### src/rtl/mem_req_buffer.sv
`default_nettype none
// ============================================================================
//  Module      : mem_req_buffer
//  Description : Request FIFO between a memory client and the DDR2 controller
//                user interface. Issues requests with a val/rdy handshake,
//                limits reads in flight with a credit counter, registers
//                controller responses back to the client and flags responses
//                that arrive with no read outstanding.
//  Revision    : 1.0 - initial release
// ============================================================================
module mem_req_buffer #(
  parameter int DEPTH  = 4,
  parameter int MAX_RD = 4,
  parameter int ADDR_W = 26,
  parameter int DATA_W = 256
) (
  input  logic                    clk,
  input  logic                    reset,
  input  logic                    cl_req_val,
  output logic                    cl_req_rdy,
  input  logic                    cl_req_rw,
  input  logic [ADDR_W-1:0]       cl_req_addr,
  input  logic [DATA_W-1:0]       cl_req_data,
  output logic                    cl_resp_val,
  output logic [DATA_W-1:0]       cl_resp_data,
  output logic                    mem_req_val,
  input  logic                    mem_req_rdy,
  output logic                    mem_req_rw,
  output logic [ADDR_W-1:0]       mem_req_addr,
  output logic [DATA_W-1:0]       mem_req_data,
  input  logic                    mem_resp_val,
  input  logic [DATA_W-1:0]       mem_resp_data,
  output logic [3:0]              rd_outstanding,
  output logic [$clog2(DEPTH):0]  fifo_count,
  output logic                    err_spurious
);

  localparam int PTR_W = $clog2(DEPTH);
  localparam int CNT_W = PTR_W + 1;
  localparam logic [CNT_W-1:0] FULL_COUNT = CNT_W'(DEPTH);
  localparam logic [3:0]       RD_LIMIT   = 4'(MAX_RD);

  // FIFO storage, one entry per request
  logic              rw_mem   [DEPTH];
  logic [ADDR_W-1:0] addr_mem [DEPTH];
  logic [DATA_W-1:0] data_mem [DEPTH];

  logic [PTR_W-1:0] wr_ptr;
  logic [PTR_W-1:0] rd_ptr;
  logic [CNT_W-1:0] count;
  logic [3:0]       rd_cnt;

  logic push;
  logic pop;
  logic rd_issue;
  logic credit_avail;

  // Client readiness is derived from the registered count only, so there is
  // no combinational path from the controller's rdy back to the client.
  assign cl_req_rdy   = (count != FULL_COUNT);
  assign push         = cl_req_val && cl_req_rdy;

  assign mem_req_rw   = rw_mem[rd_ptr];
  assign mem_req_addr = addr_mem[rd_ptr];
  assign mem_req_data = data_mem[rd_ptr];

  // Writes are never credit-blocked; a read at the head stalls the whole queue.
  assign credit_avail = (rd_cnt != RD_LIMIT);
  assign mem_req_val  = (count != '0) && (mem_req_rw || credit_avail);
  assign pop          = mem_req_val && mem_req_rdy;
  assign rd_issue     = pop && !mem_req_rw;

  assign fifo_count     = count;
  assign rd_outstanding = rd_cnt;

  // Entry storage; cleared on reset so the controller-side outputs read zero.
  always_ff @(posedge clk) begin
    if (reset) begin
      for (int i = 0; i < DEPTH; i++) begin
        rw_mem[i]   <= 1'b0;
        addr_mem[i] <= '0;
        data_mem[i] <= '0;
      end
    end else if (push) begin
      rw_mem[wr_ptr]   <= cl_req_rw;
      addr_mem[wr_ptr] <= cl_req_addr;
      data_mem[wr_ptr] <= cl_req_data;
    end
  end

  // Pointers wrap modulo DEPTH; simultaneous push and pop keep the count.
  always_ff @(posedge clk) begin
    if (reset) begin
      wr_ptr <= '0;
      rd_ptr <= '0;
      count  <= '0;
    end else begin
      if (push) wr_ptr <= wr_ptr + PTR_W'(1);
      if (pop)  rd_ptr <= rd_ptr + PTR_W'(1);
      if (push && !pop)      count <= count + CNT_W'(1);
      else if (!push && pop) count <= count - CNT_W'(1);
    end
  end

  // Read credit tracking; a response with nothing outstanding is flagged
  // sticky and the count stays at zero.
  always_ff @(posedge clk) begin
    if (reset) begin
      rd_cnt       <= '0;
      err_spurious <= 1'b0;
    end else begin
      if (rd_issue && !mem_resp_val) begin
        rd_cnt <= rd_cnt + 4'd1;
      end else if (!rd_issue && mem_resp_val && (rd_cnt != 4'd0)) begin
        rd_cnt <= rd_cnt - 4'd1;
      end
      if (mem_resp_val && (rd_cnt == 4'd0)) err_spurious <= 1'b1;
    end
  end

  // Registered response path; data holds its last value between responses.
  always_ff @(posedge clk) begin
    if (reset) begin
      cl_resp_val  <= 1'b0;
      cl_resp_data <= '0;
    end else begin
      cl_resp_val <= mem_resp_val;
      if (mem_resp_val) cl_resp_data <= mem_resp_data;
    end
  end

endmodule
`default_nettype wire

### config.mk
export PLATFORM = sky130hd
export DESIGN_NAME = mem_req_buffer
export DESIGN_NICKNAME = d
export VERILOG_FILES = /design/src/rtl/mem_req_buffer.sv
export SDC_FILE = /design/constraint.sdc
export NUM_CORES = 2
export LEC_CHECK = 0
export BUFFER_PORTS_ARGS = -buffer_cell sky130_fd_sc_hd__buf_2
export CAP_MARGIN = 20
export CORE_AREA = 2 2 444 446
export DETAILED_ROUTE_END_ITERATION = 12
export DIE_AREA = 0 0 446 448
export PLACE_DENSITY = 0.46
export SLEW_MARGIN = 10
export SYNTH_ARGS = -nofsm -noshare
export SYNTH_HDL_FRONTEND = slang
export SYNTH_SLANG_ARGS = --single-unit
### constraint.sdc
create_clock -name clk -period 14.3 [get_ports clk]
set_input_delay 1.43 -clock clk [delete_from_list [all_inputs] [get_ports clk]]
set_output_delay 1.43 -clock clk [all_outputs]
set_load 0.02 [all_outputs]
==> flow_summary.yaml <==
worst_setup_path:
  worst-path-max-fanout: 57
  crit_path_start_kind: "flip-flop"
  reg2reg_to: "data_mem[1][140]"
  crit_end: "mem_req_data[242]"
  arrival_ns: 4.53
  r2r_start: "fifo_count[0]"
  worstSetupEndpointType: "primary output"
  cp.required_ns: 12.87
  criticalPathCategory: "reg -> out"
  rr_worst_depth: 9
  r2r_slack_ns: 9.72
placed_design:
  global_placer_s_final_weighted_congestion: 1.057
  placed_area_um2: 66150
  cell_count_after_placement: 7089
  half_perimeter_wire_length_of_the_detailed_placement_result_mm: 143.7
  io_buffer_count: 1093
clock_network:
  clock_root_buffer: "clkbuf_16"
  post_cts_buffers: 0
  numCtsBuffers: 167
  tritoncts: "yes"
  clock_insertion_delay_worst_skew_ns: 0.79
  cts_hold_repair.buffers: 0
  worst_setup_hold_path_clk_slew_ns: 0.05
  htree_levels: 4
  post_cts_sizing_count: 0
  ctsLongestPathBuffers: 3
  clkSinkCount: 1403
pwr:
  leakage_power_summed_over_all_cells_nw: 30.33
  pwr_density_cell_nw_per_um2: 169.8
  max-vdd-ir-drop_mv: 0.1013
detailed_routing:
  detailroute.wirelength.met2_mm: 108.9
  highest_layer: "met5"
  routedWlPerCell_um: 28.56
  drt-vias-per-instance: 4.815
  route.antenna.remaining_nets: 0
  num_vias: 35720
  drt_first_pass_iters: 5
  wl_met1_mm: 78.17
  drt_iter0_markers: 2166
  postRouteWirelength_mm: 211.9
  remaining_drc_errors: 0
  wl_met3_mm: 16.07
synth:
  ys.warnings.count: 0
  number_of_storage_elements_in_the_synthesis_netlist: 1403
  netlist.area_leader.share: 0.5847
  synth-edff-count: 1132
  synth_top_area_cell: "edfxtp_1"
  post_synth_instance_area_um2: 58140
  yosysSeqAreaShare: 0.6780
  postSynthAreaPerCell_um2: 15.66
  synth_fp_nets: 4262
  synth_area_leaders: "edfxtp_1 (58%), mux4_2 (11%), dfxtp_1 (9.3%), and2_1 (6.1%), and3_1 (6.1%)"
  yosys.cell_types.count: 45
  ys_dominant_reg_cell: "edfxtp_1"
  synthesis.instances: 3713
  async_flop_share: 0
finish:
  layout-drive-gt1-share: 0.3417
  layout.cells.non_filler: 7418
  layout.nets: 5267
  n_fill_cell: 18730
  utilization: 0.3662
  design_area_um2: 71260
  syn2layout_area_growth_pct: 22.57
sta:
  timing_hold_violations_final: 0
  slew_headroom: 0.2417
  finalHoldWorstSlack_ns: 0.4838
  fmax_mhz: 167.8
  final-max-slew-violation-count: 0
  post-route-period-util: 0.4168
  timing.final.setup_violations: 0
  final.min_clock_period_ns: 5.961
  clock_skew_ns: 0.03217
  worstMarginPinSlew_ns: 1.137
  setup_tns_ns: 0
  grt_setup_unrepaired: "false"
grt:
  first_global_vias: 36690
  globalRouteOverflowTotal: 0
  wire_length_of_the_first_global_routing_pass_mm: 293.1
  grt_start_max_net_pins: 141
  globalRouteTotalUtil: 0.2078
  antenna_found_initial: 135
die:
  initial_utilization: 0.2988
  io_pins: 1094
  core.rowCount: 162
  core_area_um2: 194600
  fp.dieW_um: 446
  chipHeight_um: 448
  die-area_um2: 199800
min_path:
  min-delay-path-class: "reg -> reg"
outcome:
  status: "completed"
run:
  timing.max_cap.violations: 0
## area by class of cell
cell class / instances / area [um2] / share of cell area
multi-input cells: 1997 / 17570 / 0.2466
diodes: 29 / 72.57 / 0.001018
inverters: 3 / 11.26 / 0.0001580
well taps: 2542 / 3181 / 0.04463
repair buffers: 1146 / 6016 / 0.08442
clock buffers: 218 / 4432 / 0.06219
flip-flops and latches: 1403 / 39430 / 0.5533
clock inverters: 80 / 551.8 / 0.007743
## metal layers
| layer | GRT usage | vias up |
|---|---|---|
| li1 | - | 15980 |
| met1 | 0.2325 | 18030 |
| met2 | 0.3688 | 1210 |
| met3 | 0.06782 | 443 |
| met4 | 0.07393 | 64 |
| met5 | 0 | - |
## power by group
part           internal, mW  leakage (nW)  switching [mW]  total, mW
sequential             4.90          14.0           0.172       5.07
combinational          1.10          13.9            1.97       3.07
clock                  2.22          2.42            1.73       3.95
## how the worst min path moves through the flow
stage,start,end,slack (ns),cells after the start
after detailed placement,err_spurious,err_spurious,0.46,2
after CTS,err_spurious,err_spurious,0.48,2
after global routing,cl_resp_data[247],cl_resp_data[247],0.50,2
final,cl_resp_data[247],cl_resp_data[247],0.48,2
after global placement,err_spurious,err_spurious,0.45,2
after floorplan,rd_ptr[1],flip-flop,0.48,2
## metrics by stage
| stage | setup slack, ns | power (mW) |
|---|---|---|
| 2_1_floorplan | 4.862 | 7.055 |
| 3_3_place_gp | 8.693 | 8.307 |
| 3_5_place_dp | 8.639 | 8.318 |
| 4_1_cts | 8.128 | 12.32 |
| 5_1_grt | 8.091 | 12.62 |
| 6_report | 8.339 | 12.10 |
## cell families after synthesis
family / share of synthesized area
XOR/XNOR: 0.001055
flip-flops: 0.6780
multiplexers: 0.1546
buffers and inverters: 0.02077
adder cells (fa/ha/maj): 0.001334
AND/OR/NAND/NOR: 0.1420
AO/OA/AOI/OAI: 0.002217
## state kept, by name (all words and copies together) (netlist names), named ones only
signal,count
rw_mem,4
data_mem,1024
err_spurious,1
wr_ptr,2
cl_resp_data,256
fifo_count,3
rd_outstanding,4
cl_resp_val,1
rd_ptr,2
addr_mem,104
## cells in the mapped netlist (4+ instances only)
cell type,n
nor2_1,268
clkbuf_1,238
and3_1,566
and2_1,566
buf_2,26
nor2b_1,4
buf_1,46
xor2_1,6
mux2i_1,258
dfxtp_1,271
mux4_2,283
edfxtp_1,1132
## worst max-delay path: stages, from the launching register on
cell     delay [ns]
dfxtp_4        0.73
buf_4          0.64
buf_4          0.64
buf_4          0.89
mux4_2         0.47
buf_2          0.19
## cell usage in the layout (no fill, tap or decap), drive strengths merged, types with 2 or more instances in the layout
cell type / instances
edfxtp: 1132
clkbuf: 218
mux2i: 258
fa: 2
clkinv: 68
ha: 3
xor2: 6
dfxtp: 271
a21o: 2
and2: 566
mux2: 2
a21oi: 2
and3: 566
inv: 10
or4: 2
nand2: 2
nor3: 3
buf: 1146
bufinv: 2
nor3b: 2
nand2b: 2
nand3: 2
mux4: 283
diode: 29
o21bai: 2
or3: 2
nor2b: 4
clkinvlp: 3
nor2: 268
(Power assumes the default switching activity.)
